`src/rtl/config_fetch_seq.sv`:
```
// Per-neuron config fetch sequencer: reads ports A/B/C of the neuron config memory and
// hands a packed bundle downstream. Optional perf counters behind CFG_FETCH_PERF_CNT_EN.
module config_fetch_seq #(
   parameter int NUM_NURNS          = 256,
   parameter int NUM_AXONS          = 256,
   parameter int DSIZE              = 16,
   parameter int NURN_CNT_BIT_WIDTH = 8,
   parameter int AXON_CNT_BIT_WIDTH = 8,
   parameter int STDP_WIN_BIT_WIDTH = 8,
   parameter int AER_BIT_WIDTH      = 32
) (
   input  logic                                          clk_i,
   input  logic                                          rst_n_i,
   input  logic                                          req_valid_i,
   input  logic [NURN_CNT_BIT_WIDTH-1:0]                 req_nurnId_i,
   output logic                                          req_ready_o,
   output logic [NURN_CNT_BIT_WIDTH-1:0]                 Addr_Config_A_o,
   output logic                                          rdEn_Config_A_o,
   output logic [NURN_CNT_BIT_WIDTH-1:0]                 Addr_Config_B_o,
   output logic                                          rdEn_Config_B_o,
   output logic [NURN_CNT_BIT_WIDTH+AXON_CNT_BIT_WIDTH-1:0] Addr_Config_C_o,
   output logic                                          rdEn_Config_C_o,
   input  logic [STDP_WIN_BIT_WIDTH-1:0]                 LTP_Win_i,
   input  logic [STDP_WIN_BIT_WIDTH-1:0]                 LTD_Win_i,
   input  logic [DSIZE-1:0]                              LTP_LrnRt_i,
   input  logic [DSIZE-1:0]                              LTD_LrnRt_i,
   input  logic                                          biasLrnMode_i,
   input  logic                                          NurnType_i,
   input  logic                                          RandTh_i,
   input  logic [DSIZE-1:0]                              Th_Mask_i,
   input  logic [DSIZE-1:0]                              RstPot_i,
   input  logic [AER_BIT_WIDTH-1:0]                      SpikeAER_i,
   input  logic                                          axonLrnMode_i,
   output logic                                          out_valid_o,
   input  logic                                          out_ready_i,
   output logic [NURN_CNT_BIT_WIDTH-1:0]                 out_nurnId_o,
   output logic [2*STDP_WIN_BIT_WIDTH+2*DSIZE:0]         out_cfgA_o,
   output logic [2+2*DSIZE+AER_BIT_WIDTH-1:0]            out_cfgB_o,
`ifdef CFG_FETCH_PERF_CNT_EN
   output logic [NUM_AXONS-1:0]                          out_axonLrnMap_o,
   output logic [15:0]                                   fetchCnt_o,
   output logic [15:0]                                   stallCnt_o
`else
   output logic [NUM_AXONS-1:0]                          out_axonLrnMap_o
`endif
);

   localparam int CFGA_W = 2*STDP_WIN_BIT_WIDTH + 2*DSIZE + 1;
   localparam int CFGB_W = 2 + 2*DSIZE + AER_BIT_WIDTH;
   localparam logic [AXON_CNT_BIT_WIDTH-1:0] LAST_AXON = AXON_CNT_BIT_WIDTH'(NUM_AXONS - 1);
   localparam logic [AXON_CNT_BIT_WIDTH-1:0] AB_AXON   = AXON_CNT_BIT_WIDTH'(1);

   if (NUM_AXONS < 1 || NUM_AXONS > 2**AXON_CNT_BIT_WIDTH ||
       NUM_NURNS < 1 || NUM_NURNS > 2**NURN_CNT_BIT_WIDTH) begin : g_cfg_err
      $error("config_fetch_seq: counter widths too narrow for NUM_AXONS/NUM_NURNS");
   end

   typedef enum logic [1:0] {S_IDLE, S_FETCH, S_DRAIN, S_DONE} state_t;

   state_t                          r_state, w_next;
   logic [NURN_CNT_BIT_WIDTH-1:0]   r_nurnId;
   logic [AXON_CNT_BIT_WIDTH-1:0]   r_axonCnt;
   logic [NUM_AXONS-1:0]            r_map;
   logic [CFGA_W-1:0]               r_cfgA;
   logic [CFGB_W-1:0]               r_cfgB;
   logic                            w_accept, w_capBit, w_capAB;
   logic [AXON_CNT_BIT_WIDTH-1:0]   w_bitIdx;

   always_ff @(posedge clk_i or negedge rst_n_i) begin
      if (!rst_n_i) r_state <= S_IDLE;
      else          r_state <= w_next;
   end

   // Read data lags its enable by one cycle, so axon k's bit lands while k+1 is addressed.
   always_comb begin
      w_next          = r_state;
      req_ready_o     = 1'b0;
      rdEn_Config_A_o = 1'b0;
      rdEn_Config_B_o = 1'b0;
      rdEn_Config_C_o = 1'b0;
      Addr_Config_A_o = '0;
      Addr_Config_B_o = '0;
      Addr_Config_C_o = '0;
      out_valid_o     = 1'b0;
      w_accept        = 1'b0;
      w_capBit        = 1'b0;
      w_capAB         = 1'b0;
      w_bitIdx        = '0;
      case (r_state)
         S_IDLE: begin
            req_ready_o = 1'b1;
            if (req_valid_i) begin
               w_accept = 1'b1;
               w_next   = S_FETCH;
            end
         end
         S_FETCH: begin
            rdEn_Config_C_o = 1'b1;
            Addr_Config_C_o = {r_nurnId, r_axonCnt};
            if (r_axonCnt == '0) begin
               rdEn_Config_A_o = 1'b1;
               rdEn_Config_B_o = 1'b1;
               Addr_Config_A_o = r_nurnId;
               Addr_Config_B_o = r_nurnId;
            end else begin
               w_capBit = 1'b1;
               w_bitIdx = r_axonCnt - 1'b1;
            end
            w_capAB = (r_axonCnt == AB_AXON);
            if (r_axonCnt == LAST_AXON) w_next = S_DRAIN;
         end
         S_DRAIN: begin
            w_capBit = 1'b1;
            w_bitIdx = LAST_AXON;
            w_capAB  = (NUM_AXONS == 1);
            w_next   = S_DONE;
         end
         default: begin
            out_valid_o = 1'b1;
            if (out_ready_i) w_next = S_IDLE;
         end
      endcase
   end

   always_ff @(posedge clk_i or negedge rst_n_i) begin
      if (!rst_n_i) begin
         r_nurnId  <= '0;
         r_axonCnt <= '0;
         r_map     <= '0;
         r_cfgA    <= '0;
         r_cfgB    <= '0;
      end else begin
         if (w_accept) begin
            r_nurnId  <= req_nurnId_i;
            r_axonCnt <= '0;
            r_map     <= '0;
         end else if (r_state == S_FETCH && r_axonCnt != LAST_AXON) begin
            r_axonCnt <= r_axonCnt + 1'b1;
         end
         if (w_capBit) begin
            for (int i = 0; i < NUM_AXONS; i++) begin
               if (w_bitIdx == AXON_CNT_BIT_WIDTH'(i)) r_map[i] <= axonLrnMode_i;
            end
         end
         if (w_capAB) begin
            r_cfgA <= {LTP_Win_i, LTD_Win_i, LTP_LrnRt_i, LTD_LrnRt_i, biasLrnMode_i};
            r_cfgB <= {NurnType_i, RandTh_i, Th_Mask_i, RstPot_i, SpikeAER_i};
         end
      end
   end

   assign out_nurnId_o     = r_nurnId;
   assign out_cfgA_o       = r_cfgA;
   assign out_cfgB_o       = r_cfgB;
   assign out_axonLrnMap_o = r_map;

`ifdef CFG_FETCH_PERF_CNT_EN
   logic [15:0] r_fetchCnt, r_stallCnt;

   always_ff @(posedge clk_i or negedge rst_n_i) begin
      if (!rst_n_i) begin
         r_fetchCnt <= '0;
         r_stallCnt <= '0;
      end else begin
         if (out_valid_o && out_ready_i && r_fetchCnt != 16'hFFFF)
            r_fetchCnt <= r_fetchCnt + 16'd1;
         if (out_valid_o && !out_ready_i && r_stallCnt != 16'hFFFF)
            r_stallCnt <= r_stallCnt + 16'd1;
      end
   end

   assign fetchCnt_o = r_fetchCnt;
   assign stallCnt_o = r_stallCnt;
`endif

endmodule

```
`config.mk`:
```
export PLATFORM = sky130hd
export DESIGN_NAME = config_fetch_seq
export DESIGN_NICKNAME = d
export VERILOG_FILES = /design/src/rtl/config_fetch_seq.sv
export SDC_FILE = /design/constraint.sdc
export NUM_CORES = 1
export LEC_CHECK = 0
export ABC_CLOCK_PERIOD_IN_PS = 3400
export CAP_MARGIN = 0
export CELL_PAD_IN_SITES_DETAIL_PLACEMENT = 0
export CELL_PAD_IN_SITES_GLOBAL_PLACEMENT = 2
export CORE_MARGIN = 4
export CORE_UTILIZATION = 30
export CTS_CLUSTER_DIAMETER = 80
export DETAILED_ROUTE_END_ITERATION = 12
export GPL_TIMING_DRIVEN = 0
export PLACE_DENSITY_LB_ADDON = 0.3
export SKIP_LAST_GASP = 1
export SLEW_MARGIN = 10
export SYNTH_ARGS = -nofsm -noshare
export SYNTH_HDL_FRONTEND = slang
export SYNTH_SLANG_ARGS = --single-unit
```
`constraint.sdc`:
```
create_clock -name clk_i -period 3.4 [get_ports clk_i]
set_input_delay 1.02 -clock clk_i [delete_from_list [all_inputs] [get_ports clk_i]]
set_output_delay 1.02 -clock clk_i [all_outputs]
set_load 0.01 [all_outputs]
```
==> flow_summary.yaml, run 1 <==
status:
  outcome: "finished, violations left"
  failed_checks: "setup timing"
detailed_routing:
  drtAntennaViolNets: 0
  drc_errors: 0
  drt_iter0_drc: 1259
  avgViaCountPerCell: 5.296
  finalWirelength_mm: 79.26
  wire_per_inst_um: 26.63
  drtPass1Iterations: 5
  vias: 15761
layout:
  area_growth_pct: 49.31
  nets: 2306
  layout_commonest_cell: "clkdlybuf4s50_1"
  final_cell_mix: "clkdlybuf4s50_1, dfrtp_1, nand2_1"
  drive_gt1_share_pct: 18.74
  stdcell_count: 2976
  stdcell_area_um2: 26470
  final_util_pct: 45.54
cts:
  cts_tree: "built"
  cts_made_buffers: 46
  clockBufferDepth: 3
  clockRootBuffer: "clkbuf_16"
  insertion_delay_ns: 0.58
  clkSlewWorstSetupHoldPaths_ns: 0.06
  h-tree-depth: 2
  postCtsHoldBufs: 0
  cts_sinks: 389
critical_path:
  cp.arrival_ns: 2.39
  path_class: "register to primary output"
  cp_top_family: "buffers and inverters"
  worst-path-max-fanout: 3
  r2r_start: "r_axonCnt[1]"
  crit_path_end_kind: "primary output"
  cp.required_ns: 2.38
  crit_chain: "clkbuf_16 -> clkinv_8 -> ha_4 -> buf_6 -> nor3b_4 -> buf_4 -> and3_4 -> buf_6 -> and2_4 -> buf_6 -> buf_6"
  critPathBufInv: 7
  critical_path.startpoint_type: "register"
  critPathSlowestCell: "dfrtp_2"
  max_stage_delay_ns: 0.42
  startpoint: "r_axonCnt[0]"
  path_common_cell: "buf_6"
grt:
  grt_pass1_vias: 16461
  grt_overflow: 0
  grt_start_max_net_pins: 101
  grt_usage_pct: 24.31
  antenna_found_initial: 3
  grt_pass1_wl_mm: 115.3
yosys:
  synth-edff-count: 0
  ys_async_sr_fraction_pct: 100.0
  synth_cell_types: 67
  avgSynthCellArea_um2: 11.46
  syn_inst: 1547
  synthesis.nets: 1682
  synth_area_um2: 17730
  ys.flop_type: "dfrtp_1"
  synth-seq-area-share_pct: 54.90
  yosysWarnings: 0
  synth-seq-cells: 389
sta:
  setup_viol: 1
  period_needed_ns: 3.408
  hold_viol: 0
  relSlewSlack_pct: 25.14
  final-max-slew-violation-count: 0
  finalClockSkew_ns: 0.02281
  worstMarginPinSlew_ns: 1.123
  fin_crit_sh_pct: 100.2
  rsz0062_at_grt: "yes"
  hold-worst-slack_ns: 0.3323
  worst_slack_ns: -0.007866
  max_freq_mhz: 293.4
power_and_ir_drop:
  power.density_nw_per_um2: 678.5
  p_leak_nw: 11.22
  irDropWorstVdd_mv: 0.5828
floorplan:
  die_h_um: 251.1
  io_pins: 544
  initial_core_util_pct: 30.50
  die_w_um: 251.1
  die_area_um2: 63060
  core_area_um2: 58140
  rows: 88
placed_design:
  gp_congestion: 0.8452
  detailed_place.area_um2: 24250
  dp_cells: 2860
  dp_hpwl_mm: 59.16
  io_buffers: 543
  place_ws_ns: -0.9870
worst_hold_path:
  hp-class: "primary input to async pin"
job:
  max-cap-violations: 0
[report_power, final]
| part | switching (mW) | internal, mW |
|---|---|---|
| logic | 3.54 | 3.28 |
| registers | 0.484 | 5.46 |
| clock network | 2.09 | 3.11 |
[Yosys cell counts (4+ instances only)]
library cell  count  area share [%]
buf_4            10            0.42
inv_1             6            0.13
nand3_1          11            0.31
ha_1              7            0.49
or3_1            13            0.46
or4_1             4            0.17
nand4_1           8            0.28
buf_2            33            0.93
clkbuf_1        119             2.5
nor2_1           22            0.47
mux2_2          116             7.4
a21oi_1           5            0.14
o31ai_2          22             1.6
buf_1             4           0.085
nor3_1           14            0.40
and3_1            7            0.25
and2_1           33             1.2
o31ai_1         140             5.9
nand2b_1          5            0.18
dfrtp_1         389              55
o211ai_2         16             1.1
o211ai_1        149             6.3
mux2i_1          96             5.4
buf_6             7            0.44
nor4_1            8            0.28
xnor2_1           5            0.25
nand2_1         238             5.0
o21ai_0           9            0.25
[worst paths after layout]
path | end | slack, ns | depth (start not counted)
worst max-delay path | Addr_Config_B_o[4] | -0.008 | 11
worst min-delay path | out_nurnId_o[1] | 0.33 | 1
worst max register to register | out_axonLrnMap_o[237] | 0.07 | 10
worst min register to register | out_cfgB_o[53] | 0.50 | 1
max in group asynchronous | out_cfgA_o[39] | 1.36 | 4
min in group clk_i | out_cfgB_o[53] | 0.50 | 1
[metal layers]
layer	GRT usage, %	up-vias	share of wire (%)
met5	0	-	0.013
met4	8.813	2	3.6
met3	8.380	131	9.3
met2	39.70	721	48
met1	30.03	7996	39
li1	-	6911	-
[sequential cells by signal, indices dropped and copies added (netlist names)]
| signal | cells |
|---|---|
| out_nurnId_o | 8 |
| r_state | 2 |
| r_axonCnt | 8 |
| out_cfgA_o | 49 |
| out_cfgB_o | 66 |
| out_axonLrnMap_o | 256 |
[area by class of cell]
class | instances | area [um2]
Fill cell | 5522 | 31660
Timing Repair Buffer | 578 | 5828
Inverter | 6 | 37.54
Clock inverter | 18 | 226.5
Sequential cell | 389 | 9737
Multi-Input combinational cell | 980 | 7445
Clock buffer | 68 | 1365
Antenna cell | 2 | 5.005
Buffer | 170 | 873.3
Tap cell | 765 | 957.2
[logic make-up (layout without fill, tap and decap cells)]
group / count (synthesis) / count (layout) / synth area share (%)
simple gates: 379 / 380 / 9.823
fa+ha+maj: 7 / 7 / 0.4939
xor+xnor: 8 / 8 / 0.3952
buf+inv: 179 / 840 / 4.530
other cells: 0 / 2 / 0
mux: 212 / 212 / 12.79
flops: 389 / 389 / 54.90
compound gates: 373 / 373 / 17.07
[stage by stage]
step                total power, mW    TNS, ns
global placement              12.23   -6540.09
global route                  18.83     -1.210
finish                        17.96  -0.007866
CTS                           17.99     -1.405
detailed placement            12.28    -130.79
floorplan                     8.920          0
[timing repair]
item | 4_1_cts | 5_1_grt
cloned | 1 | 0
pin swaps | 4 | 7
resized for setup | 148 | 63
buffers inserted | 21 | 11
setup endpoints to repair | 298 | 197
No activity file was read; power rests on OpenSTA's default activity.
==> run 2: changes to the inputs <==
PLACE_DENSITY = 0.92   (was unset)
PLACE_DENSITY_LB_ADDON = unset   (was 0.3)
==> flow_summary.yaml, run 2 (synthesis results as in run 1) <==
cts:
  h-tree-depth: 2
  cts_made_buffers: 44
  cts_tree: "built"
  cts_sinks: 389
  postCtsHoldBufs: 0
  clockRootBuffer: "clkbuf_16"
  clockBufferDepth: 3
  clkSlewWorstSetupHoldPaths_ns: 0.06
  insertion_delay_ns: 0.58
detailed_routing:
  drt_iter0_drc: 1321
  drc_errors: 0
  wire_per_inst_um: 26.25
  avgViaCountPerCell: 5.364
  drtAntennaViolNets: 0
  vias: 15878
  finalWirelength_mm: 77.69
  drtPass1Iterations: 5
layout:
  area_growth_pct: 47.38
  fillers: 5469
  layout_commonest_cell: "clkdlybuf4s50_1"
  stdcell_count: 2960
  final_util_pct: 44.95
  largest_register_ffs: 256
  nets: 2297
  final_cell_mix: "clkdlybuf4s50_1, dfrtp_1, nand2_1"
  drive_gt1_share_pct: 17.87
critical_path:
  worst-path-max-fanout: 7
  cp.required_ns: 3.82
  crit_path_end_kind: "register"
  cp.arrival_ns: 3.81
  critical_path.startpoint_type: "register"
  max_stage_delay_ns: 0.75
  path_class: "register to register"
  path_common_cell: "nor3_1"
  critPathSlowestCell: "nor3_1"
  crit_chain: "buf_8 -> inv_6 -> ha_4 -> or4b_1 -> clkbuf_1 -> nor3_1 -> o2111ai_1 -> nor3_1 -> nand2_1 -> mux2i_1"
sta:
  worstMarginPinSlew_ns: 1.097
  setup_viol: 0
  relSlewSlack_pct: 26.84
  max_freq_mhz: 295.2
  final-max-slew-violation-count: 0
  period_needed_ns: 3.387
  fin_crit_sh_pct: 99.62
  rsz0062_at_grt: "yes"
  finalClockSkew_ns: 0.01428
  worst_slack_ns: 0.01279
  hold_viol: 0
grt:
  grt_usage_pct: 23.69
  grt_busiest_layer: "met2"
  use_met3_pct: 6.880
  grt_start_max_net_pins: 113
  grt_pass1_wl_mm: 113.1
  grt_pass1_vias: 16804
  antenna_found_initial: 1
  use_met1_pct: 28.82
  grt_overflow: 0
  met2_usage_pct: 39.85
floorplan:
  core_area_um2: 58140
  rows: 88
  die_h_um: 251.1
  initial_core_util_pct: 30.50
  die_w_um: 251.1
  io_pins: 544
  die_area_um2: 63060
placed_design:
  place_ws_ns: -0.8730
  gp_congestion: 0.8553
  io_buffers: 543
  dp_cells: 2859
  dp_hpwl_mm: 58.55
worst_hold_path:
  hp-class: "primary input to async pin"
power_and_ir_drop:
  irDropWorstVdd_mv: 0.5758
  power.density_nw_per_um2: 667.8
  p_leak_nw: 11.16
job:
  max-cap-violations: 0
status:
  outcome: "finished, final reports clean"
[run 2: cell count changes in the layout (fill, tap and decap cells not counted), sizes merged]
cell           previous run  this run
clkdlybuf4s50           524       520
clkbuf                  187       184
diode                     2         1
inv                       9         6
dlygate4sd2               0         2
clkinv                   10         6
buf                     105       101
bufinv                    4         2
dlymetal6s2s              0         3
[run 2: cell type report]
| type | instances | area (um2) | area share, % |
|---|---|---|---|
| timing repair buffer | 572 | 5702 | 21.82 |
| buffer | 169 | 833.3 | 3.189 |
| clock buffer | 69 | 1328 | 5.080 |
| inverter | 6 | 30.03 | 0.1149 |
| sequential | 389 | 9736 | 37.26 |
| multi-input combinational | 980 | 7431 | 28.44 |
| clock inverter | 9 | 112.6 | 0.4309 |
| antenna | 1 | 2.502 | 0.009576 |
| tap | 765 | 957.2 | 3.663 |
[run 2: worst paths after layout]
| check | slack (ns) | from | end | cells after the start |
|---|---|---|---|---|
| worst max-delay path | 0.01 | r_axonCnt[0] | out_axonLrnMap_o[194] | 10 |
| worst min-delay path | 0.50 | rst_n_i | out_axonLrnMap_o[19] | 1 |
| worst max register to register | 0.01 | r_axonCnt[0] | out_axonLrnMap_o[194] | 10 |
| worst min register to register | 0.50 | out_cfgB_o[29] | out_cfgB_o[29] | 1 |
| max in group asynchronous | 1.44 | rst_n_i | out_axonLrnMap_o[30] | 3 |
| min in group clk_i | 0.50 | out_cfgB_o[29] | out_cfgB_o[29] | 1 |
[run 2: critical path, delay by kind of cell, from the launching register on]
kind            cells  cell delay, ns
compound gates      1            0.35
mux                 1            0.17
fa+ha+maj           1            0.13
simple gates        4            1.79
buf+inv             3            0.37
flops               1            0.42
[run 2: report_power, final]
group          total (mW)  internal, mW  switching [mW]
Combinational        6.70          3.17            3.53
Sequential           5.94          5.46           0.479
Clock                4.81          2.83            1.98
Total                17.5          11.5            5.99
[run 2: timing repair]
action	CTS	global route
pin swaps	4	6
gates resized for setup	130	56
setup endpoints to repair	277	199
buffers inserted	18	8
gates cloned	1	0
[run 2: stage by stage]
stage | instance area, um2 | power [mW] | setup TNS [ns] | hold WS [ns]
finish | 26130 | 17.45 | 0 | 0.4972
global route | 26130 | 18.24 | -0.5960 | 0.5216
CTS | 25970 | 17.47 | -0.3219 | 0.5062
detailed placement | 24230 | 12.31 | -120.04 | 0.4930
global placement | 24120 | 12.21 | -6280.68 | 0.4877
floorplan | 17730 | 8.920 | 0 | 0.5369
[run 2: routing by layer]
| metal | share of wire [%] | vias up |
|---|---|---|
| met5 | 0 | - |
| met4 | 4.1 | 0 |
| met3 | 8.7 | 161 |
| met2 | 49 | 768 |
| met1 | 39 | 8078 |
| li1 | - | 6871 |
==> run 3: changes to the inputs <==
CAP_MARGIN = 20   (was 0)
==> flow_summary.yaml, run 3 (synthesis results as in run 1) <==
cts:
  cts_made_buffers: 45
  clockBufferDepth: 3
  cts_tree: "built"
  cts_sinks: 389
  clkSlewWorstSetupHoldPaths_ns: 0.06
  insertion_delay_ns: 0.58
  postCtsHoldBufs: 0
  h-tree-depth: 2
  clockRootBuffer: "clkbuf_16"
grt:
  grt_overflow: 0
  grt_start_max_net_pins: 113
  grt_usage_pct: 23.75
  grt_pass1_vias: 16743
  grt_pass1_wl_mm: 113.6
  antenna_found_initial: 1
critical_path:
  r2r_start: "r_axonCnt[0]"
  critPathSlowestCell: "dfrtp_2"
  worstRegToRegCells: 12
  cp_top_family: "simple AND/OR/NAND/NOR gates"
  path_class: "register to primary output"
  critical_path.startpoint_type: "register"
  critPathBufInv: 6
  cp.arrival_ns: 2.35
  crit_chain: "buf_8 -> inv_6 -> ha_4 -> buf_6 -> nor3b_4 -> and3_4 -> buf_6 -> and2_4 -> buf_6 -> buf_6"
  worst-path-max-fanout: 4
  crit_path_end_kind: "primary output"
  path_common_cell: "buf_6"
  max_stage_delay_ns: 0.42
  cp.required_ns: 2.38
  rrSetupSlack_ns: 0.12
  reg2reg_to: "out_axonLrnMap_o[248]"
floorplan:
  rows: 88
  io_pins: 544
  core_area_um2: 58140
  initial_core_util_pct: 30.50
  die_h_um: 251.1
  die_area_um2: 63060
  die_w_um: 251.1
power_and_ir_drop:
  power.density_nw_per_um2: 670.0
  p_leak_nw: 11.12
  irDropWorstVdd_mv: 0.6068
  finalPower_mw: 17.51
layout:
  drive_gt1_share_pct: 17.75
  nets: 2292
  largest_register_ffs: 256
  area_growth_pct: 47.39
  stdcell_count: 2957
  stdcell_area_um2: 26130
  final_util_pct: 44.95
  final_cell_mix: "clkdlybuf4s50_1, dfrtp_1, nand2_1"
  fillers: 5484
  layout_commonest_cell: "clkdlybuf4s50_1"
detailed_routing:
  drtAntennaViolNets: 0
  finalWirelength_mm: 77.83
  avgViaCountPerCell: 5.360
  drtPass1Iterations: 7
  vias: 15849
  drt_iter0_drc: 1302
  drc_errors: 0
  wire_per_inst_um: 26.32
sta:
  max_freq_mhz: 297.2
  relSlewSlack_pct: 33.07
  period_needed_ns: 3.365
  hold-worst-slack_ns: 0.4871
  hold_viol: 0
  setup_viol: 0
  final-max-slew-violation-count: 0
  fin_crit_sh_pct: 98.98
  rsz0062_at_grt: "yes"
  finalClockSkew_ns: 0.02386
  worstMarginPinSlew_ns: 0.9963
job:
  max-cap-violations: 0
placed_design:
  detailed_place.area_um2: 24240
  dp_hpwl_mm: 58.53
  io_buffers: 543
  gp_congestion: 0.8553
  dp_cells: 2861
worst_hold_path:
  hp-class: "primary input to async pin"
status:
  outcome: "finished, final reports clean"
## run 3: layout make-up
class / count / area, um2 / share of cell area (%)
clock inverters: 13 / 140.1 / 0.5362
clock buffers: 68 / 1334 / 5.104
flip-flops and latches: 389 / 9736 / 37.25
repair buffers: 568 / 5669 / 21.69
diodes: 1 / 2.502 / 0.009576
inverters: 6 / 30.03 / 0.1149
plain buffers: 167 / 818.3 / 3.131
well taps: 765 / 957.2 / 3.663
multi-input cells: 980 / 7446 / 28.49
## run 3: worst max-delay path by stage
stage            startpoint                   end  slack, ns  depth (start not counted)
6_report       r_axonCnt[0]    Addr_Config_B_o[1]       0.03                         10
5_1_grt          r_state[0]  out_axonLrnMap_o[44]      -0.11                         10
4_1_cts        r_axonCnt[0]    Addr_Config_B_o[4]      -0.08                          9
3_5_place_dp   r_axonCnt[0]  out_axonLrnMap_o[45]      -0.91                         11
3_3_place_gp        rst_n_i        out_cfgB_o[55]     -15.92                          1
2_1_floorplan  r_axonCnt[0]    Addr_Config_B_o[0]       0.17                          9
## run 3: metal layers
layer / global-route usage (%) / vias to the layer above / share of wire (%)
met2: 40.09 / 789 / 49
met1: 28.93 / 8037 / 38
met5: 0 / - / 0
li1: - / 6870 / -
met4: 9.272 / 0 / 3.9
met3: 6.663 / 153 / 8.8
## run 3: through the flow
| stage | TNS, ns | worst slack [ns] |
|---|---|---|
| after CTS | -0.2322 | -0.07670 |
| after detailed placement | -120.78 | -0.9103 |
| after global routing | -1.785 | -0.1066 |
| final | 0 | 0.03482 |
| after floorplan | 0 | 0.1692 |
| after global placement | -6280.68 | -15.92 |
## run 3: where the power goes
group	switching [mW]	internal (mW)	total, mW
clock	2.02	2.87	4.88
combinational	3.54	3.15	6.68
sequential	0.483	5.46	5.94
total	6.04	11.5	17.5
## run 3: repair_timing
item	CTS	global route
setup endpoints to repair	277	201
cloned	1	0
gates resized for setup	113	73
pin swaps	5	7
buffers inserted	14	5
==> variant 1: new RTL, flow settings as in run 1 <==
Set the parameter `AER_BIT_WIDTH` to 64 (it was 32).
--- a/src/rtl/config_fetch_seq.sv
+++ b/src/rtl/config_fetch_seq.sv
@@ -7,7 +7,7 @@
    parameter int NURN_CNT_BIT_WIDTH = 8,
    parameter int AXON_CNT_BIT_WIDTH = 8,
    parameter int STDP_WIN_BIT_WIDTH = 8,
-   parameter int AER_BIT_WIDTH      = 32
+   parameter int AER_BIT_WIDTH      = 64
 ) (
    input  logic                                          clk_i,
    input  logic                                          rst_n_i,
Ports: changed (resized SpikeAER_i and out_cfgB_o); port bits go from 544 to 608. The function was not compared with the original's and may differ.
==> variant 1 against run 1 <==
- the flow still finishes with violations (negative setup slack)
- sequential power is 12% higher
- total power is 9.3% higher
- design area is 5.9% higher
- clock power increased by 1%
- combinational power grew 13%
- fmax fell by 2.3%
- utilization barely moved
- worst setup slack lost 0.080 ns
- synthesized area up 5.2%
- clock skew fell by 0.0019 ns
- sequential cell count is 32 higher
- wire length increased by 10%
- critical path type unchanged
- largest power group unchanged
==> variant 1: results (changes against run 1) <==
{| class="wikitable"
! Metric !! Value
|-
| Transition at the pin with the smallest max-transition slack || 1.19 ns (+0.0717 ns)
|-
| Global-route wire length before repair || 125 mm (+8.4%)
|-
| Routing usage on met1 || 31.0% (+0.95 points)
|-
| Mapped Avg Cell Area || 11.5 µm² (+0.36%)
|-
| Via-per-instance ratio || 5.25 (-0.85%)
|-
| Result of the run || finished, violations left
|-
| Total Nets Final || 2480 (+7.5%)
|-
| Xor/xnor share of the synthesized area || 0.376% (-0.019 points)
|-
| Worst reg2reg endpoint || out_axonLrnMap_o[194]$_DFF_PN0_
|-
| Number of port buffers || 607 (+12%)
|-
| Layout Cells excl Fill || 3188 (+7.1%)
|-
| Data arrival, critical path || 2.47 ns (+0.08 ns)
|-
| Highest ir drop seen on vdd || 0.000497 V (-15%)
|-
| Total placed cells including tap cells || 3069 (+7.3%)
|-
| Setup Viol. Count Final || 8 (+7)
|-
| Largest stage delay on the critical path || 0.47 ns (+0.05 ns)
|-
| HPWL after detailed placement || 66.4 mm (+12%)
|-
| Met2 capacity usage during global routing || 43.9% (+4.2 points)
|-
| Setup TNS || -0.262 ns (-0.255 ns)
|-
| Main area contributors after synthesis || sky130_fd_sc_hd__dfrtp_1, sky130_fd_sc_hd__mux2_2, sky130_fd_sc_hd__o211ai_1
|-
| Failing checks || negative setup slack
|-
| Distinct cells, synth || 66 (-1.5%)
|-
| Maximum number of pins on one net before global-route repair || 104 (+3.0%)
|-
| Via count of the first global-routing pass || 17300 (+5.3%)
|-
| Cell-internal power || 12.8 mW (+8.1%)
|-
| Worst path setup slack after routing || -0.0883 ns (-0.0804 ns)
|-
| Cell area after placement || 25900 µm² (+6.7%)
|-
| Overall track demand over capacity in global routing || 25.4% (+1.1 points)
|-
| Adder-Cell Fraction of Synth Area || 0.470% (-0.024 points)
|-
| Path depth of the worst reg2reg path || 11 (+1)
|-
| Post-CTS setup-driven buffer insertion count || 23 (+9.5%)
|-
| Filler Cells Inserted || 5840 (+5.8%)
|}
-- variant 1: changes by cell type in the layout (fill, tap and decap cells not counted), sizes merged, moves of 9 or more --
cell and change:
buf -9, clkdlybuf4s50 +61, dfrtp +32, mux2 +32, clkbuf +15
-- variant 1: metal layers --
metal / vias to the layer above / share of wire, %
met4: 2 / 3.9
li1: 7297 / -
met5: - / 0.015
met2: 776 / 50
met3: 155 / 7.4
met1: 8510 / 39
-- variant 1: stage by stage --
step / hold WS (ns) / power (mW) / worst slack (ns) / utilization (%)
2_1_floorplan: 0.537 / 9.87 / 0.249 / -
3_3_place_gp: 0.487 / 13.9 / -17.80 / 41.8
3_5_place_dp: 0.493 / 14.0 / -0.879 / 42.0
4_1_cts: 0.351 / 19.6 / -0.186 / 45.1
5_1_grt: 0.373 / 20.5 / -0.174 / 45.5
6_report: 0.352 / 19.6 / -0.0883 / 45.5
-- variant 1: area by class of cell --
| class | instances | area (µm²) | area share [%] |
|---|---|---|---|
| Sequential cell | 421 | 10500 | 37.6 |
| Clock buffer | 72 | 1410 | 5.01 |
| Multi-Input combinational cell | 1019 | 7590 | 27.1 |
| Tap cell | 837 | 1050 | 3.74 |
| Clock inverter | 17 | 166 | 0.594 |
| Inverter | 6 | 27.5 | 0.0982 |
| Antenna cell | 1 | 2.50 | 0.00893 |
| Timing Repair Buffer | 645 | 6460 | 23.1 |
| Buffer | 170 | 797 | 2.84 |
-- variant 1: power groups by stage --
stage / Combinational, mW / Clock [mW] / Sequential (mW)
floorplan: 2.80 / 0 / 7.08
global placement: 7.23 / 0 / 6.71
detailed placement: 7.29 / 0 / 6.71
CTS: 7.62 / 5.35 / 6.64
global route: 8.17 / 5.57 / 6.76
finish: 7.74 / 5.25 / 6.64
==> variant 2: new RTL, settings of run 1 <==
Made on the original files. The 4 states of `state_t` get a one-hot encoding in 4 bits.
--- a/src/rtl/config_fetch_seq.sv
+++ b/src/rtl/config_fetch_seq.sv
@@ -55,7 +55,7 @@
       $error("config_fetch_seq: counter widths too narrow for NUM_AXONS/NUM_NURNS");
    end
 
-   typedef enum logic [1:0] {S_IDLE, S_FETCH, S_DRAIN, S_DONE} state_t;
+   typedef enum logic [3:0] {S_IDLE = 4'b0001, S_FETCH = 4'b0010, S_DRAIN = 4'b0100, S_DONE = 4'b1000} state_t;
 
    state_t                          r_state, w_next;
    logic [NURN_CNT_BIT_WIDTH-1:0]   r_nurnId;
Check against the original RTL: same outputs for any inputs over 4 cycles, from zero or initial values and one cycle with rst_n_i low; so few cycles prove little.
==> variant 2 against run 1 <==
- the run still ends with negative setup slack left
- via count shrank 5.5%
- die area shrank 1.9%
- design area shrank 2.7%
- wire length shrank 6.4%
- sequential cell count grew 2
- total power shrank 6.2%
- non-clock buffer count shrank 47
- worst setup slack lost 0.12 ns
- count of clock-buffer cells in the layout shrank 4
- sequential power is essentially flat
- clock power shrank 4.6%
- synthesized area shrank 2.0%
==> variant 2: results (changes against run 1) <==
{| class="wikitable"
! Metric !! Value
|-
| Result of the run || finished, violations left
|-
| Failing checks || negative setup slack
|-
| Worst path setup slack after routing || -0.125 ns (-0.118 ns)
|-
| Clock Power || 4.96 mW (-4.6%)
|-
| Met3 track demand over resource || 6.78% (-1.6 points)
|-
| Post-Place Worst Slack || -1.06 ns (-0.0763 ns)
|-
| Maximum number of pins on one net before global-route repair || 108 (+6.9%)
|-
| Via-per-instance ratio || 5.00 (-5.6%)
|-
| Buffer count excluding the clock tree in the final layout || 701 (-6.3%)
|-
| Total Nets Final || 2320 (+0.61%)
|-
| Wire length on met1 || 29.2 mm (-6.2%)
|-
| Max stage delay cell, worst path || sky130_fd_sc_hd__or3b_4
|-
| Proportion of synthesized chip area in sequential cells || 56.3% (+1.4 points)
|-
| Combinational family with the most area after synthesis || multiplexers
|-
| Endpoint of the most critical setup path || Addr_Config_B_o[0]
|-
| Synth Register Bits || 391 (+0.51%)
|-
| Crit path max fanout || 5 (+2)
|-
| Wirelength per Cell || 24.9 µm (-6.5%)
|-
| Distinct cells, synth || 55 (-18%)
|-
| Xor/xnor share of the synthesized area || 0.302% (-0.093 points)
|-
| Clock Network Area Fraction || 5.80% (-0.22 points)
|-
| Number of non-clock inverters in the layout || 10 (+4)
|-
| Post-synthesis compound-gate area fraction || 9.11% (-8.0 points)
|-
| Share of final-layout standard cells stronger than drive strength 1 || 15.5% (-3.3 points)
|-
| Met2 Wirelength || 37.6 mm (-0.70%)
|-
| Syn_nets || 1704 (+1.3%)
|-
| Leakage power || 11.6 nW (+3.4%)
|-
| Total area of multi-input combinational cells || 7130 µm² (-4.2%)
|-
| Setup Viol. Count Final || 18 (+17)
|-
| CP delay by family, top || simple AND/OR/NAND/NOR gates
|-
| RePlAce Congestion || 0.838 (-0.80%)
|-
| Transition at the pin with the smallest max-transition slack || 0.976 ns (-0.147 ns)
|-
| Number of gates given a new drive strength after cts || 178 (+20%)
|}
variant 2: changes by cell type after synthesis, sizes merged, moves of 12 or more:
cell and delta:
nand2 +155, o211ai -82, o31ai -80, mux2i +79, buf -24, nor2 +19
clkbuf -14, and2 -12
variant 2: kinds of logic after synthesis:
kind of cell / after synthesis
and+or+nand+nor: 524
adders and majority gates: 3
muxes: 292
buffers and inverters: 145
DFF: 391
AOI/OAI and AO/OA: 212
xor gates and xnor gates: 6
variant 2: stage by stage:
stage                     hold slack (ns)  TNS [ns]  power (mW)  cell area (µm²)  util (%)
final                               0.487     -1.50        16.9            25800      45.3
after global placement              0.486  -6668.59        11.6            23800      41.8
after global routing                0.512     -5.67        17.7            25800      45.3
after CTS                           0.482     -4.12        17.0            25700      45.2
after detailed placement            0.492   -160.14        11.7            24000      42.2
after floorplan                     0.517         0        8.52            17400         -
